[src/rtl/ms_bus_arbiter_if.sv]
// Shared master/slave register-write bus: address, data and the slave's ready.
interface ms_bus_arbiter_if #(
    parameter int ADDR_W = 2,
    parameter int DATA_W = 8
);
    logic [ADDR_W-1:0] addr;
    logic [DATA_W-1:0] data;
    logic              sready;

    modport master (output addr, output data, input sready);
    modport slave  (input addr, input data, output sready);
endinterface

[src/rtl/ms_bus_arbiter.sv]
// Round-robin arbiter/sequencer sharing one register-write bus among NREQ
// requesters. Each transfer runs address phase, then data phase (held until
// sready or stall timeout), then a one-cycle completion pulse.
module ms_bus_arbiter #(
    parameter int NREQ      = 4,
    parameter int ADDR_W    = 2,
    parameter int DATA_W    = 8,
    parameter int MAX_STALL = 8,
    localparam int OW       = $clog2(NREQ),
    localparam int SW       = $clog2(MAX_STALL + 1)
) (
    input  logic                     clk,
    input  logic                     rstn,
    input  logic [NREQ-1:0]          req,
    input  logic [NREQ*ADDR_W-1:0]   req_addr,
    input  logic [NREQ*DATA_W-1:0]   req_data,
    output logic [NREQ-1:0]          gnt,
    output logic                     err,
    output logic                     busy,
    output logic [OW-1:0]            owner,
    ms_bus_arbiter_if.master         bus
);

    typedef enum logic [1:0] {
        S_IDLE = 2'd0,
        S_ADDR = 2'd1,
        S_DATA = 2'd2,
        S_DONE = 2'd3
    } state_t;

    state_t            state_q, state_d;
    logic [OW-1:0]     rr_q, rr_d;
    logic [OW-1:0]     owner_q, owner_d;
    logic [DATA_W-1:0] ldata_q, ldata_d;
    logic [ADDR_W-1:0] addr_q, addr_d;
    logic [DATA_W-1:0] data_q, data_d;
    logic [SW-1:0]     stall_q, stall_d;
    logic [NREQ-1:0]   gnt_q, gnt_d;
    logic              err_q, err_d;
    logic              busy_q, busy_d;

    logic              pick_vld;
    logic [OW-1:0]     pick_idx;
    logic [SW-1:0]     stall_inc;

    // Round-robin pick: scan from the farthest offset down so the first set
    // bit at or after the pointer is the one left standing.
    always_comb begin
        pick_vld = 1'b0;
        pick_idx = '0;
        for (int k = NREQ - 1; k >= 0; k--) begin
            if (req[(int'(rr_q) + k) % NREQ]) begin
                pick_vld = 1'b1;
                pick_idx = OW'((int'(rr_q) + k) % NREQ);
            end
        end
    end

    assign stall_inc = stall_q + 1'b1;

    // Next-state and registered-output decode; gnt/err are computed one
    // cycle early so they are visible exactly during DONE.
    always_comb begin
        state_d = state_q;
        rr_d    = rr_q;
        owner_d = owner_q;
        ldata_d = ldata_q;
        addr_d  = addr_q;
        data_d  = data_q;
        stall_d = stall_q;
        gnt_d   = '0;
        err_d   = 1'b0;
        case (state_q)
            S_IDLE: begin
                if (pick_vld) begin
                    // Payload sampled only here; the address goes straight
                    // onto the bus so ADDR shows it while data stays old.
                    owner_d = pick_idx;
                    addr_d  = req_addr[pick_idx*ADDR_W +: ADDR_W];
                    ldata_d = req_data[pick_idx*DATA_W +: DATA_W];
                    state_d = S_ADDR;
                end
            end
            S_ADDR: begin
                data_d  = ldata_q;
                state_d = S_DATA;
            end
            S_DATA: begin
                if (bus.sready) begin
                    gnt_d[owner_q] = 1'b1;
                    state_d        = S_DONE;
                end else begin
                    stall_d = stall_inc;
                    if (stall_inc == SW'(MAX_STALL)) begin
                        gnt_d[owner_q] = 1'b1;
                        err_d          = 1'b1;
                        state_d        = S_DONE;
                    end
                end
            end
            S_DONE: begin
                rr_d    = (owner_q == OW'(NREQ - 1)) ? '0 : owner_q + 1'b1;
                stall_d = '0;
                state_d = S_IDLE;
            end
            default: state_d = S_IDLE;
        endcase
        busy_d = (state_d != S_IDLE);
    end

    // State and output registers; reset abandons any transfer without a gnt.
    always_ff @(posedge clk or negedge rstn) begin
        if (!rstn) begin
            state_q <= S_IDLE;
            rr_q    <= '0;
            owner_q <= '0;
            ldata_q <= '0;
            addr_q  <= '0;
            data_q  <= '0;
            stall_q <= '0;
            gnt_q   <= '0;
            err_q   <= 1'b0;
            busy_q  <= 1'b0;
        end else begin
            state_q <= state_d;
            rr_q    <= rr_d;
            owner_q <= owner_d;
            ldata_q <= ldata_d;
            addr_q  <= addr_d;
            data_q  <= data_d;
            stall_q <= stall_d;
            gnt_q   <= gnt_d;
            err_q   <= err_d;
            busy_q  <= busy_d;
        end
    end

    assign gnt      = gnt_q;
    assign err      = err_q;
    assign busy     = busy_q;
    assign owner    = owner_q;
    assign bus.addr = addr_q;
    assign bus.data = data_q;

endmodule

[src/flat_wrapper.sv]
// flat-port wrapper written by rule: the top's interface ports become plain ports
module ms_bus_arbiter_flat 
#(
    parameter int NREQ      = 4,
    parameter int ADDR_W    = 2,
    parameter int DATA_W    = 8,
    parameter int MAX_STALL = 8,
    localparam int OW       = $clog2(NREQ),
    localparam int SW       = $clog2(MAX_STALL + 1)
)
  (clk, rstn, req, req_addr, req_data, gnt, err, busy, owner, bus_addr, bus_data, bus_sready);
  ms_bus_arbiter_if #(.ADDR_W(ADDR_W), .DATA_W(DATA_W)) bus_i ();
  input  logic clk;
  input  logic rstn;
  input  logic [NREQ-1:0] req;
  input  logic [NREQ*ADDR_W-1:0] req_addr;
  input  logic [NREQ*DATA_W-1:0] req_data;
  output logic [NREQ-1:0] gnt;
  output logic err;
  output logic busy;
  output logic [OW-1:0] owner;
  output wire logic [$bits(bus_i.addr)-1:0] bus_addr;
  output wire logic [$bits(bus_i.data)-1:0] bus_data;
  input wire logic [$bits(bus_i.sready)-1:0] bus_sready;
  assign bus_addr = bus_i.addr;
  assign bus_data = bus_i.data;
  assign bus_i.sready = bus_sready;
  ms_bus_arbiter #(.NREQ(NREQ), .ADDR_W(ADDR_W), .DATA_W(DATA_W), .MAX_STALL(MAX_STALL)) u_core (.clk(clk), .rstn(rstn), .req(req), .req_addr(req_addr), .req_data(req_data), .gnt(gnt), .err(err), .busy(busy), .owner(owner), .bus(bus_i));
endmodule
[config.mk]
export PLATFORM = sky130hd
export DESIGN_NAME = ms_bus_arbiter_flat
export DESIGN_NICKNAME = d
export VERILOG_FILES = /design/src/rtl/ms_bus_arbiter_if.sv /design/src/rtl/ms_bus_arbiter.sv /design/src/flat_wrapper.sv
export SDC_FILE = /design/constraint.sdc
export NUM_CORES = 1
export LEC_CHECK = 0
export CAP_MARGIN = 20
export CORE_UTILIZATION = 35
export DETAILED_ROUTE_END_ITERATION = 16
export DONT_BUFFER_PORTS = 1
export GPL_TIMING_DRIVEN = 1
export HOLD_SLACK_MARGIN = 0.05
export PLACE_DENSITY = 0.55
export SLEW_MARGIN = 25
export SYNTH_ARGS = -nofsm -noshare
export SYNTH_HDL_FRONTEND = slang
export SYNTH_SLANG_ARGS = --single-unit
[constraint.sdc]
create_clock -name clk -period 4.9 [get_ports clk]
set_input_delay 0.98 -clock clk [delete_from_list [all_inputs] [get_ports clk]]
set_output_delay 0.98 -clock clk [all_outputs]
set_load 0.01 [all_outputs]
# Word level (Yosys, flattened, before mapping)
# Cells that the tools add are included.
dict set report op_classes {
  n_bitwise 3
  muxes 34
  reduce_logical 9
  shifts 2
  eq_ne 6
  n_addsub 5
  magnitude_cmp 6
}
# cell n
set op_table {}
lappend op_table {{$shiftx 32x6->8} 1}
lappend op_table {{$mux 2} 8}
lappend op_table {{$mux 4} 4}
lappend op_table {{$mux 1} 15}
lappend op_table {{$lt 3x4->1 const B} 3}
lappend op_table {{$bmux 1 s2} 4}
lappend op_table {{$pmux 2 s4} 1}
lappend op_table {{$pmux 4 s2} 1}
lappend op_table {{$shiftx 8x4->2} 1}
lappend op_table {{$eq 2x2->1 const B} 3}
lappend op_table {{$lt 2x3->1 const B} 2}
lappend op_table {{$reduce_or 2->1} 3}
lappend op_table {{$add 2x1->2 const B} 2}
lappend op_table {{$add 2x2->2 const B} 2}
lappend op_table {{$add 4x1->4 const B} 1}
lappend op_table {{$eq 4x4->1 const B} 1}
lappend op_table {{$reduce_and 2->1} 2}
lappend op_table {{$reduce_bool 2->1} 2}
lappend op_table {{$and 1x1->1 const A} 3}
lappend op_table {{$demux 1 s2} 1}
lappend op_table {{$eq 2x1->1 const B} 1}
lappend op_table {{$ge 2x1->1 const B} 1}
lappend op_table {{$logic_not 2->1} 1}
lappend op_table {{$ne 2x2->1 const B} 1}
lappend op_table {{$logic_and 1x1->1} 1}
dict set report word_totals {
  inputBits 47
  out_inout_bits 18
  elab_cells 75
  regBits 34
}

# Depth between registers and ports, before layout
# Gate-level depths: netlist of the first run.
dict set report depth {
  depth_word 13
  ltp_mapped 7
  depth_no_buf 6
}

# Worst setup path after synthesis of the first run
# Ideal clock, no wire load.
dict set report synth_path {
  kind {input -> register}
  start {input port req[3]}
  end {register u_core.addr_q[0], in the netlist u_core.bus.addr[0]}
  n_path_buf 1
  path_slack_ns 2.812
  stages 5
  setup_time_ns 0.142
  required_time_ns 4.758
  arrival_ns 1.946
  cell_sequence {or4_4 > nand2_2 > or2_4 > buf_6 > o221ai_1}
}
dict set report synth_between {
  elab_chain_cells 8
  elab_cells_between_ends 21
  cone_classes {shift: 1; mux: 19; reduce/logical: 1}
}
# element line
set synth_rtl {}
lappend synth_rtl {{start: declaration} flat_wrapper.sv:15} ;# input logic [NREQ-1:0] req;
lappend synth_rtl {{$bmux 1 s2} ms_bus_arbiter.sv:52} ;# if (req[(int'(rr_q) + k) % NREQ]) begin
lappend synth_rtl {{$mux 1 (not written as such) (2 in a row)} ms_bus_arbiter.sv:52}
lappend synth_rtl {{$mux 2 or $mux 1 (tied branches) (4 in a row)} ms_bus_arbiter.sv:52}
lappend synth_rtl {{$shiftx 8x4->2 or $reduce_and 2->1 (tied branches)} -}
lappend synth_rtl {{end signal: assignment} ms_bus_arbiter.sv:129} ;# addr_q <= addr_d;
lappend synth_rtl {{end: declaration} ms_bus_arbiter.sv:35} ;# logic [ADDR_W-1:0] addr_q, addr_d;
# Parallel ways exist; a longest one is shown, timed or not. The select of a mux whose other input is x is not followed.
# A chain may end at the register's enable or synchronous reset.

# Worst setup path after layout of the first run
dict set report layout_path {
  start {input port req[3]}
  end {register u_core.ldata_q[3]}
}
dict set report layout_between {
  elab_chain_cells 8
  elab_cells_between_ends 21
  cone_classes {shift: 1; mux: 19; reduce/logical: 1}
}
# element line
set layout_rtl {}
lappend layout_rtl {{$bmux 1 s2} ms_bus_arbiter.sv:52}
lappend layout_rtl {{$mux 1 (not written as such) (2 in a row)} ms_bus_arbiter.sv:52}
lappend layout_rtl {{$mux 2 or $mux 1 (tied branches) (4 in a row)} ms_bus_arbiter.sv:52}
lappend layout_rtl {{$shiftx 32x6->8 or $reduce_and 2->1 (tied branches)} -}
lappend layout_rtl {{end signal: assignment} ms_bus_arbiter.sv:128} ;# ldata_q <= ldata_d;
lappend layout_rtl {{end: declaration} ms_bus_arbiter.sv:34} ;# logic [DATA_W-1:0] ldata_q, ldata_d;
# Parallel ways exist; a longest one is shown, timed or not. The select of a mux whose other input is x is not followed.

==> flow_summary.toml, run 1 <==
[status]
status = "complete, no violations"

[worst_setup_path]
slowest_stage = "or4_4"
critical_path.top_delay_family = "simple AND/OR/NAND/NOR gates"
critPathMaxStageDelay_ps = 540
worstPathBufferInverterCount = 0
crit_type = "in -> reg"
crit_chain = "or4_4, nand2_2, or2_4, o221ai_1"
worstPathMaxFanout = 14
start_kind = "primary input"
crit_arrival_ps = 2160
end_kind = "register"
crit_required_ps = 5040

[timing]
maxSlewHeadroom_pct = 71.5
rsz0062_at_grt = "false"
fin_crit_ps = 2030
setup_tns_ps = 0
tightest_slew_ps = 428
whs_ps = 391
finalHoldViolations = 0
clock_skew_ps = 2.03
setup_viol = 0
finalCritPeriodShare_pct = 41.3
max_freq_mhz = 494
slew_viol_final = 0

[detailed_routing]
totalWireLength_um = 3830
wl_per_cell_um = 16.2
vias_per_cell = 5.57
drt_first_pass_iters = 4
drt_iter0_drc = 122
ant_nets = 0
drc = 0
dr_total_vias = 1320

[place]
postPlaceCellArea_sq_um = 1910
dp_hpwl_um = 2890
gp_congestion = 0.720
port_buffers = 0
dp.cells = 229

[yosys]
synth.top_cell.area_share_pct = 45.6
ys_async_sr_fraction_pct = 100
synth_edf_count = 0
syn_nets = 223
synth_area_sq_um = 1860
yosysSeqAreaShare_pct = 45.6
ys.flop_type = "dfrtp_1"
synth.avg_cell_area_sq_um = 11.3
synth_commonest_cells = "34 x dfrtp_1, 20 x mux2i_1, 20 x nand2_1"
yosysMostFrequentCell = "dfrtp_1"
synth_area_leader_cell = "dfrtp_1"
synth_top_cells_by_area = "dfrtp_1 46%, mux2i_1 11%, ha_1 7.4%"
ys_types = 34
syn_inst = 165
ys_ff_latch = 34
synth_warnings = 0

[flow_run]
maxCapViolCount = 0

[final_layout]
final_cell_area_sq_um = 2020
syn_to_final_growth_pct = 8.26
num_antenna_cells = 0
stdcell_count = 237
drive_gt1_share_pct = 16.8
layout.nets = 224

[clock_network]
clk_latency_ps = 280
post_cts_buffers = 0
htreeDepth = 2
cts_tree = "yes"
cts.hold.buffers_added = 0
clock_path_buffers = 2
clk_pin_slew_ps = 70
cts_buffers = 5
root_buffer = "clkbuf_8"
ctsResizeCount = 0
clock_sinks = 34

[worst_hold_path]
hold_class = "in -> async"

[global_routing]
grt_usage_pct = 14.7
grt_max_degree = 35
overflow = 0
grt_pass1_vias = 1266
antenna_found_initial = 0
grt_pass1_wl_um = 6130

[floorplanning]
die_h_um = 75.0
fp.dieW_um = 75.0
die_area_sq_um = 5620
core.rowCount = 26
core_area_sq_um = 5110
io_pins = 65
initial_core_util_pct = 36.5

[power]
p_leak_nw = 0.938
vdd_ir_drop_max_mv = 0.291
p_per_area_nw_per_um2 = 612
## sequential cells by signal, summed over array words and instances (netlist names), 2 cells and up
| name | flops |
|---|---|
| u_core.rr_q | 2 |
| u_core.bus.data | 8 |
| u_core.gnt | 4 |
| u_core.ldata_q | 8 |
| u_core.bus.addr | 2 |
| u_core.state_q | 2 |
| u_core.owner | 2 |
| u_core.stall_q | 4 |
## metal layers
metal	vias to the layer above	part of all wire, %	global-route usage, %
li1	613	-	-
met1	644	44	19.6
met2	58	48	22.1
met3	5	6.9	5.35
met4	0	0.97	5.45
met5	-	0	0
## final cells by class
class                   count  area [sq um]
fillers                   488          3090
clock buffers               8           110
inverters                  10          37.5
multi-input cells         114           925
well taps                  70          87.6
flip-flops and latches     34           851
repair buffers              1          7.51
## final timing paths
path,start,end,slack (ps),cells past startpoint
max in group asynchronous,rstn,u_core.state_q[0],4430,0
worst max register to register,u_core.stall_q[0],u_core.busy,3090,6
worst max-delay path,req[3],u_core.ldata_q[3],2870,4
min in group clk,u_core.ldata_q[3],u_core.ldata_q[3],490,2
worst min register to register,u_core.ldata_q[3],u_core.ldata_q[3],490,2
worst min-delay path,rstn,u_core.ldata_q[3],390,0
## report_power, final
part           total [mW]  leakage (nW)  internal, mW  switching (mW)
registers           0.526         0.429         0.399           0.127
logic               0.469         0.451         0.220           0.249
clock network       0.239        0.0575         0.142          0.0972
total                1.23         0.938         0.762           0.473
## through the flow
stage | worst slack, ps | utilization [%] | total power [mW]
floorplan | 2810 | - | 0.906
global placement | 2630 | 37.4 | 0.976
detailed placement | 2570 | 37.4 | 1.01
CTS | 2870 | 39.5 | 1.25
global route | 2790 | 39.5 | 1.34
finish | 2870 | 39.5 | 1.23
## cell usage in the layout (no fill, tap or decap), drive strengths merged, types with 2 or more instances in the layout
cell,instances
mux2,8
nand4,3
nand2,21
ha,11
nand3,3
o21ai,8
o22ai,2
a21oi,6
clkbuf,8
mux2i,21
a32o,2
nor2,3
dfrtp,34
o221ai,10
nor3b,5
a221oi,2
nor3,2
inv,9
## cell families after synthesis
logic type,synth area share (%)
buffers and inverters,4.76
multiplexers,16.3
flip-flops,45.6
AO/OA/AOI/OAI,15.2
adder cells (fa/ha/maj),7.38
AND/OR/NAND/NOR,10.7
## worst register-to-register path: stages, from the launching register on
cell	delay [ps]
dfrtp_1	500
ha_1	280
nor2_1	70
a21oi_1	150
mux2i_2	120
a2111oi_2	430
o21bai_1	130
(Power assumes the default switching activity.)
==> inputs of run 2 (changes only) <==
==> constraint.sdc (replaced) <==
create_clock -name clk -period 1.87 [get_ports clk]
set_input_delay 0.374 -clock clk [delete_from_list [all_inputs] [get_ports clk]]
set_output_delay 0.374 -clock clk [all_outputs]
set_load 0.01 [all_outputs]
==> flow_summary.toml, run 2 (synthesis results as in run 1) <==
[worst_setup_path]
worstPathBufferInverterCount = 0
crit_chain = "ha_1, nor2_1, a21oi_1, mux2i_2, a2111oi_2, o21bai_1"
end_kind = "register"
crit_type = "reg -> reg"
critical_path.top_delay_family = "compound AO/OA/AOI/OAI gates"
worstPathMaxFanout = 8
critPathMaxStageDelay_ps = 430
crit_required_ps = 2020
slowest_stage = "dfrtp_2"
reg2reg_slack_ps = 160
crit_arrival_ps = 1860
start_kind = "register"

[clock_network]
clk_pin_slew_ps = 70
htreeDepth = 2
cts_buffers = 5
clock_path_buffers = 2
cts_tree = "yes"
clk_latency_ps = 270
post_cts_buffers = 0
clock_sinks = 34
root_buffer = "clkbuf_8"

[global_routing]
grt_pass1_wl_um = 6270
antenna_found_initial = 0
grt_pass1_vias = 1302
grt_max_degree = 35
grt_usage_pct = 15.3
overflow = 0

[place]
dp_hpwl_um = 2960
port_buffers = 0
gp_congestion = 0.724
post-place-ws_ps = 106

[power]
combPwrFrac_pct = 42.0
vdd_ir_drop_max_mv = 0.911
p_leak_nw = 0.945
clkPwrFrac_pct = 15.6
p_int_mw = 1.93
pwr-share-seq_pct = 42.4
p_per_area_nw_per_um2 = 1570
netSwitchingFraction_pct = 39.7
p_sw_mw = 1.27

[final_layout]
drive_gt1_share_pct = 17.5
syn_to_final_growth_pct = 9.33
layout.nets = 229
multi_input_area_sq_um = 925
final_common_cell = "dfrtp_1"
layout_common_cells = "33 x dfrtp_1, 20 x nand2_1, 20 x mux2i_1, 11 x ha_1, 9 x o221ai_1"
regArea_sq_um = 852
num_antenna_cells = 0
fillers = 512

[detailed_routing]
totalWireLength_um = 4070
vias_per_cell = 5.37
ant_nets = 0
dr_total_vias = 1293
wl_per_cell_um = 16.9
drt_iter0_drc = 84
drc = 0
drt_first_pass_iters = 4

[timing]
finalCritPeriodShare_pct = 91.6
maxSlewHeadroom_pct = 69.0
rsz0062_at_grt = "false"
setup_tns_ps = 0
tightest_slew_ps = 464
fin_crit_ps = 1710
slew_viol_final = 0
max_freq_mhz = 584
setup_viol = 0
worst_slack_ps = 156
clock_skew_ps = 5.14
finalHoldViolations = 0

[floorplanning]
die_h_um = 75.0
core_area_sq_um = 5110
io_pins = 65
fp.dieW_um = 75.0
die_area_sq_um = 5620
initial_core_util_pct = 36.5
core.rowCount = 26

[worst_hold_path]
hold_class = "in -> reg"

[status]
status = "complete, no violations"

[flow_run]
maxCapViolCount = 0
==> run 2: path summary, 6_finish.rpt <==
check	start	endpoint	cells after the start
max	u_core.stall_q[1]	u_core.busy	6
min	bus_sready	u_core.err	1
max reg2reg	u_core.stall_q[1]	u_core.busy	6
min reg2reg	u_core.ldata_q[3]	u_core.ldata_q[3]	2
max in group asynchronous	rstn	u_core.stall_q[1]	2
min in group asynchronous	rstn	u_core.bus.data[6]	2
==> run 2: through the flow <==
| step | power [mW] | instances | hold WS [ps] | utilization (%) | instance area [sq um] |
|---|---|---|---|---|---|
| detailed placement | 2.70 | 232 | 79.0 | 37.8 | 1930 |
| global placement | 2.61 | 232 | 79.2 | 37.8 | 1930 |
| finish | 3.20 | 241 | 165 | 39.9 | 2040 |
| floorplan | 2.37 | 165 | 78.4 | - | 1860 |
| global route | 3.48 | 241 | 159 | 39.9 | 2040 |
| CTS | 3.24 | 241 | 156 | 39.9 | 2040 |
==> run 2: area by class of cell <==
cell class | count | share of cell area (%)
multi-input combinational | 114 | 45.4
sequential | 34 | 41.8
tap | 70 | 4.30
clock buffer | 7 | 3.74
timing repair buffer | 6 | 2.95
inverter | 10 | 1.84
==> run 2: timing repair <==
action / 4_1_cts / 5_1_grt
setup endpoints to repair: 0 / 1
gates resized for setup: 0 / 1
hold buffers: 2 / 0
endpoints found under the hold margin: 34 / 0
==> run 2: power by group through the flow <==
stage          Clock, mW  Combinational, mW  Sequential, mW
2_1_floorplan          0               1.07            1.31
3_3_place_gp           0               1.25            1.36
3_5_place_dp           0               1.33            1.37
4_1_cts            0.523               1.36            1.36
5_1_grt            0.560               1.51            1.41
6_report           0.498               1.34            1.36
==> run 2: metal layers <==
metal  global-route usage [%]  vias up  share of wire [%]
met2                     25.0       48                 50
met1                     19.6      630                 42
met3                     4.82        2                6.8
li1                         -      613                  -
met4                     3.98        0               0.44
met5                        0        -                  0
